## src/rtl/rv32_pkg.sv

```systemverilog
// rv32_pkg: opcode constants and enums shared by the loader and the control unit
package rv32_pkg;
  typedef enum logic [1:0] {OP_ADDI, OP_BNE, OP_END, OP_RSVD} op_e;
  typedef enum logic [1:0] {IDLE, LOAD, FLUSH} state_e;
  localparam logic [6:0] OPC_IMM    = 7'b0010011;
  localparam logic [6:0] OPC_BRANCH = 7'b1100011;
  localparam logic [2:0] F3_ADDI    = 3'b000;
  localparam logic [2:0] F3_BNE     = 3'b001;
endpackage

```

## src/rtl/rv_instr_encode.sv

```systemverilog
// rv_instr_encode: combinational ADDI/BNE encoder with immediate legality check
module rv_instr_encode
  import rv32_pkg::*;
(
  input  op_e         op,
  input  logic [4:0]  rd,
  input  logic [4:0]  rs1,
  input  logic [4:0]  rs2,
  input  logic [12:0] imm,
  output logic [31:0] word,
  output logic        illegal
);
  always_comb begin
    word = op == OP_BNE ? {imm[12], imm[10:5], rs2, rs1, F3_BNE, imm[4:1], imm[11], OPC_BRANCH}
                        : {imm[11:0], rs1, F3_ADDI, rd, OPC_IMM};
    // ADDI needs imm to fit 12 signed bits; branch offsets must be halfword aligned
    illegal = op == OP_RSVD || (op == OP_ADDI && imm[12] != imm[11]) || (op == OP_BNE && imm[0]);
  end
endmodule

```

## src/rtl/instr_stream_loader.sv

```systemverilog
// instr_stream_loader: encodes ADDI/BNE requests and streams them into instruction memory
module instr_stream_loader
  import rv32_pkg::*;
#(
  parameter int ADDR_WIDTH = 32,
  parameter int MAX_INSTR  = 256,
  localparam int CW = $clog2(MAX_INSTR + 1)
) (
  input  logic                  clk,
  input  logic                  rst,
  input  logic                  start,
  input  logic [ADDR_WIDTH-1:0] base_addr,
  input  logic                  in_valid,
  output logic                  in_ready,
  input  logic [1:0]            in_op,
  input  logic [4:0]            in_rd,
  input  logic [4:0]            in_rs1,
  input  logic [4:0]            in_rs2,
  input  logic [12:0]           in_imm,
  output logic                  mem_we,
  output logic [ADDR_WIDTH-1:0] mem_addr,
  output logic [31:0]           mem_wdata,
  output logic                  busy,
  output logic                  done,
  output logic                  err,
  output logic [CW-1:0]         instr_count
);
  state_e state, nstate;
  op_e op;
  logic [ADDR_WIDTH-1:0] addr_q;
  logic [31:0] word;
  logic illegal, accept, is_instr, full, bad, wr;
  assign op = op_e'(in_op);
  rv_instr_encode u_enc (
    .op(op), .rd(in_rd), .rs1(in_rs1), .rs2(in_rs2), .imm(in_imm),
    .word(word), .illegal(illegal)
  );
  always_comb begin
    in_ready = state == LOAD;
    busy     = state != IDLE;
    accept   = in_valid && in_ready;
    is_instr = op == OP_ADDI || op == OP_BNE;
    full     = instr_count == CW'(MAX_INSTR);
    bad      = accept && (illegal || (is_instr && full));
    wr       = accept && is_instr && !illegal && !full;
    nstate   = state == IDLE  ? (start ? LOAD : IDLE)
             : state == FLUSH ? IDLE
             : bad            ? IDLE
             : (accept && op == OP_END) ? FLUSH : LOAD;
  end
  always_ff @(posedge clk)
    if (rst) state <= IDLE;
    else     state <= nstate;
  always_ff @(posedge clk) begin
    if (rst) begin
      mem_we      <= 1'b0;
      mem_addr    <= '0;
      mem_wdata   <= '0;
      done        <= 1'b0;
      err         <= 1'b0;
      instr_count <= '0;
      addr_q      <= '0;
    end else begin
      mem_we <= wr;
      done   <= state == FLUSH;
      if (state == IDLE && start) begin
        addr_q      <= base_addr & ~ADDR_WIDTH'(3);
        err         <= 1'b0;
        instr_count <= '0;
      end
      if (wr) begin
        mem_addr    <= addr_q;
        mem_wdata   <= word;
        addr_q      <= addr_q + ADDR_WIDTH'(4);
        instr_count <= instr_count + CW'(1);
      end
      if (bad) err <= 1'b1;
    end
  end
endmodule

```

## config.mk

```make
export PLATFORM = sky130hd
export DESIGN_NAME = instr_stream_loader
export DESIGN_NICKNAME = d
export VERILOG_FILES = /design/src/rtl/rv32_pkg.sv /design/src/rtl/rv_instr_encode.sv /design/src/rtl/instr_stream_loader.sv
export SDC_FILE = /design/constraint.sdc
export NUM_CORES = 1
export LEC_CHECK = 0
export BUFFER_PORTS_ARGS = -buffer_cell sky130_fd_sc_hd__buf_2
export CORE_UTILIZATION = 38
export DETAILED_ROUTE_END_ITERATION = 6
export PLACE_DENSITY = 0.71
export RECOVER_POWER = 25
export SLEW_MARGIN = 0
export SYNTH_ARGS = -nofsm -noshare
export SYNTH_HDL_FRONTEND = slang
export SYNTH_SLANG_ARGS = --single-unit
```

## constraint.sdc

```tcl
create_clock -name clk -period 2.5 [get_ports clk]
set_input_delay 0.125 -clock clk [delete_from_list [all_inputs] [get_ports clk]]
set_output_delay 0.125 -clock clk [all_outputs]
set_load 0.1 [all_outputs]
```

Word-level counts from Yosys, hierarchy flattened

Cells that the tools add are included.

Word-level logic and storage cells: 50
Register bits: 110
Output and inout bits: 78
Input bits: 66

Multiplexer cells: 12
Eq/ne operators: 7
Reductions and logical operators: 21
$add $sub $neg: 2

Operators with widths:

| operator              | number |
|---|---|
| $mux 32               | 3 |
| $add 32x3->32 const B | 1 |
| $mux 9                | 2 |
| $logic_and 1x1->1     | 10 |
| $add 9x1->9 const B   | 1 |
| $eq 9x9->1 const B    | 1 |
| $mux 2                | 4 |
| $eq 2x2->1 const B    | 3 |
| $reduce_bool 2->1     | 3 |
| $eq 2x1->1 const B    | 2 |
| $logic_not 2->1       | 2 |
| $logic_or 1x1->1      | 4 |
| $mux 1                | 3 |
| $logic_not 1->1       | 2 |
| $ne 1x1->1            | 1 |

Longest topological paths before layout

Depth in word-level cells: 9
Depth in mapped cells: 9

By module

A second synthesis with hierarchy kept.

Cell total of the unflattened synthesis: 605
Area total of the unflattened synthesis: 4922.2 um^2

Modules (own cells, without submodules):

| module              | cells each | times used | area each (um^2) | sequential area each (um^2) |
|---|---|---|---|---|
| instr_stream_loader | 567        | 1          | 4568.1           | 2122.0 |
| rv_instr_encode     | 38         | 1          | 354.1            | 0.0 |

Worst setup path before layout

Ideal clock, no wire load.

Path kind: reg-to-reg
Start point: register instr_count[0]
End point: register addr_q[8]
Required time: 2.426 ns
Buffers on the path: 0
Period minus slack after synthesis: 2.753 ns
Setup slack: -0.253 ns
Stages on the path, launching flop included: 8
Arrival: 2.679 ns
Cell sequence: dfxtp_1 inv_1 ha_1 nor4b_2 a211oi_4 nand2_2 or4_1 a31oi_1

Longest elaborated chain between the ends: 4
Elaborated cells on any way between the ends: 5

RTL lines:

| item                                         | line                      | RTL |
|---|---|---|
| from (decl)                                  | instr_stream_loader.sv:26 | `output logic [CW-1:0] instr_count` |
| from (signal assigned)                       | instr_stream_loader.sv:75 | `instr_count <= instr_count + CW'(1);` |
| $eq 9x9->1 (*)                               | instr_stream_loader.sv:43 | `full = instr_count == CW'(MAX_INSTR);` |
| $logic_not 1->1 (*)                          | instr_stream_loader.sv:45 | `wr = accept && is_instr && !illegal && !full;` |
| $logic_and 1x1->1 (*)                        | instr_stream_loader.sv:45 |  |
| $mux 32 or $reduce_bool 2->1 (tied branches) | --                        |  |
| to (signal assigned)                         | instr_stream_loader.sv:67 | `addr_q <= base_addr & ~ADDR_WIDTH'(3);` |
| to (signal assigned)                         | instr_stream_loader.sv:74 | `addr_q <= addr_q + ADDR_WIDTH'(4);` |
| to (decl)                                    | instr_stream_loader.sv:30 | `logic [ADDR_WIDTH-1:0] addr_q;` |

Mark *: on every way between the ends. The rest lies on a longest branch, timed or not.
A chain may end at the register's enable or synchronous reset.

Worst setup path in the final report

Start point: register instr_count[0]
End point: register addr_q[16]

The elaborated chain is that of the path after synthesis.

==> flow_summary_export.csv <==
group,metric,value,unit
logic_synthesis,synth_top_area_share,42.80,%
clock_network,clk_latency,0.35,ns
clock_network,post-cts-setup-buffer-count,0,
detailed_routing,wl_met2,6.006,mm
logic_synthesis,syn_inst,571,
setup_path,cp.arrival,2.40,ns
setup_path,worstPathCellList,"inv_1 -> ha_1 -> nor4b_2 -> a211oi_4 -> nand2_2 -> buf_4 -> o311ai_1 -> a31oi_1",
setup_path,end_kind,"flop",
clock_network,root_buffer,"clkbuf_16",
clock_network,cts.path.max_buffers,2,
logic_synthesis,async_flop_share,0,%
place,port_buffers,135,
timing,finalSetupViolCount,0,
detailed_routing,viasPerCell,5.483,
run,cap_viol_max_count,0,
floorplan,ioPinCount,144,
detailed_routing,totalWireLength,12.60,mm
detailed_routing,antenna_left,0,
cells_and_area,drive_above_1_share,21.74,%
logic_synthesis,ys_warn_count,0,
cells_and_area,num-fill-cells,1175,
logic_synthesis,synth_commonest_cells,"nand2_1 (114), dfxtp_1 (99), a21oi_1 (73)",
detailed_routing,met1Wirelength,5.665,mm
pwr,peakVddDrop,0.2846,mV
detailed_routing,drtIter0Drc,246,
global_routing,grt_pass1_vias,4359,
detailed_routing,met3_length,699,um
timing,hold_viol,0,
logic_synthesis,synth-main-ff-cell,"dfxtp_1",
setup_path,path_class,"reg -> reg",
setup_path,worstPathRequired,2.72,ns
detailed_routing,drcViolationCount,0,
setup_path,path_max_fanout,20,
pwr,p_per_area,664.4,nW/um^2
pwr,power,0.003791,W
logic_synthesis,synth_edf_count,0,
global_routing,grt-ovfl-total,0,
floorplan,die_x,112.4,um
logic_synthesis,avgSynthCellArea,8.110,sq um
cells_and_area,fin_util,48.92,%
floorplan,start_util,39.71,%
detailed_routing,highest_layer,"met4",
logic_synthesis,yosysTopAreaCell,"dfxtp_1",
timing,maxSlewHeadroom,21.42,%
clock_network,hold_buffers,0,
place,dp_hpwl,8.975,mm
global_routing,grt_max_degree,59,
timing,holdWs,0.01159,ns
logic_synthesis,synth_most_common_cell,"nand2_1",
clock_network,cts_sinks,99,
floorplan,coreArea,11660,sq um
timing,min_period,2.187,ns
setup_path,critPathLaunchType,"flop",
setup_path,slowest_stage,"dfxtp_2",
logic_synthesis,synth.top_cells.by_area,"dfxtp_1 (43%), nand2_1 (9.2%), a21oi_1 (7.9%), a211oi_1 (2.8%), nor2_1 (2.5%)",
floorplan,die_height,112.4,um
timing,max_slew.worst_pin.slew,1.184,ns
logic_synthesis,ys_seq_elements,99,
cells_and_area,insertedDiodeCount,0,
floorplan,die_area,12630,sq um
timing,period_share,87.49,%
clock_network,cts.repair.resized,0,
cells_and_area,area_growth,23.21,%
logic_synthesis,synth_area,4631,sq um
global_routing,grt_util_all_layers,20.42,%
timing,rsz0062_at_grt,"false",
clock_network,numCtsBuffers,9,
clock_network,clk_pin_slew,0.07,ns
detailed_routing,drtPass1Iterations,4,
detailed_routing,drt-wirelength-per-cell,15.12,um
place,gp_congestion,0.7994,
cells_and_area,fin_nets,754,
timing,fin_setup_tns,0,ns
clock_network,cts-htree-levels,3,
floorplan,fp-row-count,39,
setup_path,slowest_delay,0.38,ns
pwr,p_leak,2.154,nW
hold_path,hp-class,"in -> reg",
clock_network,tritoncts,"done",
timing,slew_violations,0,
run_status,status,"finished clean",
detailed_routing,vias,4567,
global_routing,antenna_found_initial,0,
timing,clock_skew,0.007720,ns
setup_path,path_delay_family,"compound AO/OA/AOI/OAI gates",
logic_synthesis,ys_seq_area_share,42.80,%
global_routing,grt_pass1_wl,20.54,mm
timing,clock.fmax,457.2,MHz
logic_synthesis,synth_cell_type_count,64,
setup_path,path_buf_inv,2,
[metrics by stage]
step	instances	cell area [sq um]	setup slack (ns)
finish	833	5705	0.3128
global route	833	5705	0.08062
CTS	833	5768	0.2910
global placement	817	5425	0.3490
detailed placement	817	5425	0.3162
floorplan	576	4652	0.01369
[logic make-up after synthesis]
kind of cell / Yosys count / share of synthesized area [%]
AO/OA/AOI/OAI: 146 / 20.35
XOR/XNOR: 3 / 0.5675
adder cells (fa/ha/maj): 3 / 0.8107
buffers and inverters: 63 / 6.458
flip-flops: 99 / 42.80
multiplexers: 14 / 3.107
other: 1 / 0.08098
AND/OR/NAND/NOR: 242 / 25.83
[metal layers]
metal  track usage [%]  vias to the layer above
li1                  -                     2272
met1             24.70                     2121
met2             34.53                      155
met3             5.346                       19
met4             8.267                        0
met5                 0                        -
[registers in the layout, summed over array words and instances (netlist names)]
name / count
addr_q: 30
done: 1
err: 1
instr_count: 9
mem_addr: 30
mem_wdata: 25
mem_we: 1
state: 2
[layout by cell type (no fill, tap or decap), types with 8 or more instances in the layout]
cell,instances
nand2_1,114
nor3_1,14
nand3_1,15
clkbuf_16,9
nand4_1,13
buf_4,16
nor2_1,30
inv_1,8
mux2i_1,11
and3_1,12
a21oi_1,73
a31oi_1,11
dfxtp_1,97
clkbuf_1,41
buf_2,94
a211oi_1,17
[area by class of cell]
| cell class | count | area, sq um | share of cell area, % |
|---|---|---|---|
| clock buffers | 11 | 242.7 | 4.254 |
| clock inverters | 5 | 100.1 | 1.754 |
| inverters | 8 | 30.03 | 0.5263 |
| multi-input cells | 414 | 2369 | 41.51 |
| flip-flops and latches | 99 | 1984 | 34.78 |
| well taps | 143 | 178.9 | 3.136 |
| repair buffers | 153 | 800.8 | 14.04 |
[final timing paths]
check / slack [ns] / from / depth (start not counted) / to
setup / recovery: 0.31 / instr_count[0] / 8 / addr_q[16]
hold / removal: 0.01 / in_rs1[4] / 3 / mem_wdata[19]
setup reg to reg: 0.31 / instr_count[0] / 8 / addr_q[16]
hold reg to reg: 0.46 / mem_addr[18] / 2 / mem_addr[18]
[power by group]
group          switching [W]  internal [W]  leakage (nW)
Clock               0.000597       0.00100         0.169
Sequential         0.0000584       0.00163         0.805
Combinational       0.000360      0.000146          1.18
Total                0.00102       0.00278          2.15
[worst reg2reg max path, cell delays in order, from the launching register on]
cell and delay [ns]:
dfxtp_2 0.38, inv_1 0.06, ha_1 0.19, nor4b_2 0.18, a211oi_4 0.23, nand2_2 0.29
buf_4 0.32, o311ai_1 0.30, a31oi_1 0.12
Note: power is estimated with default switching activity, not from simulation.
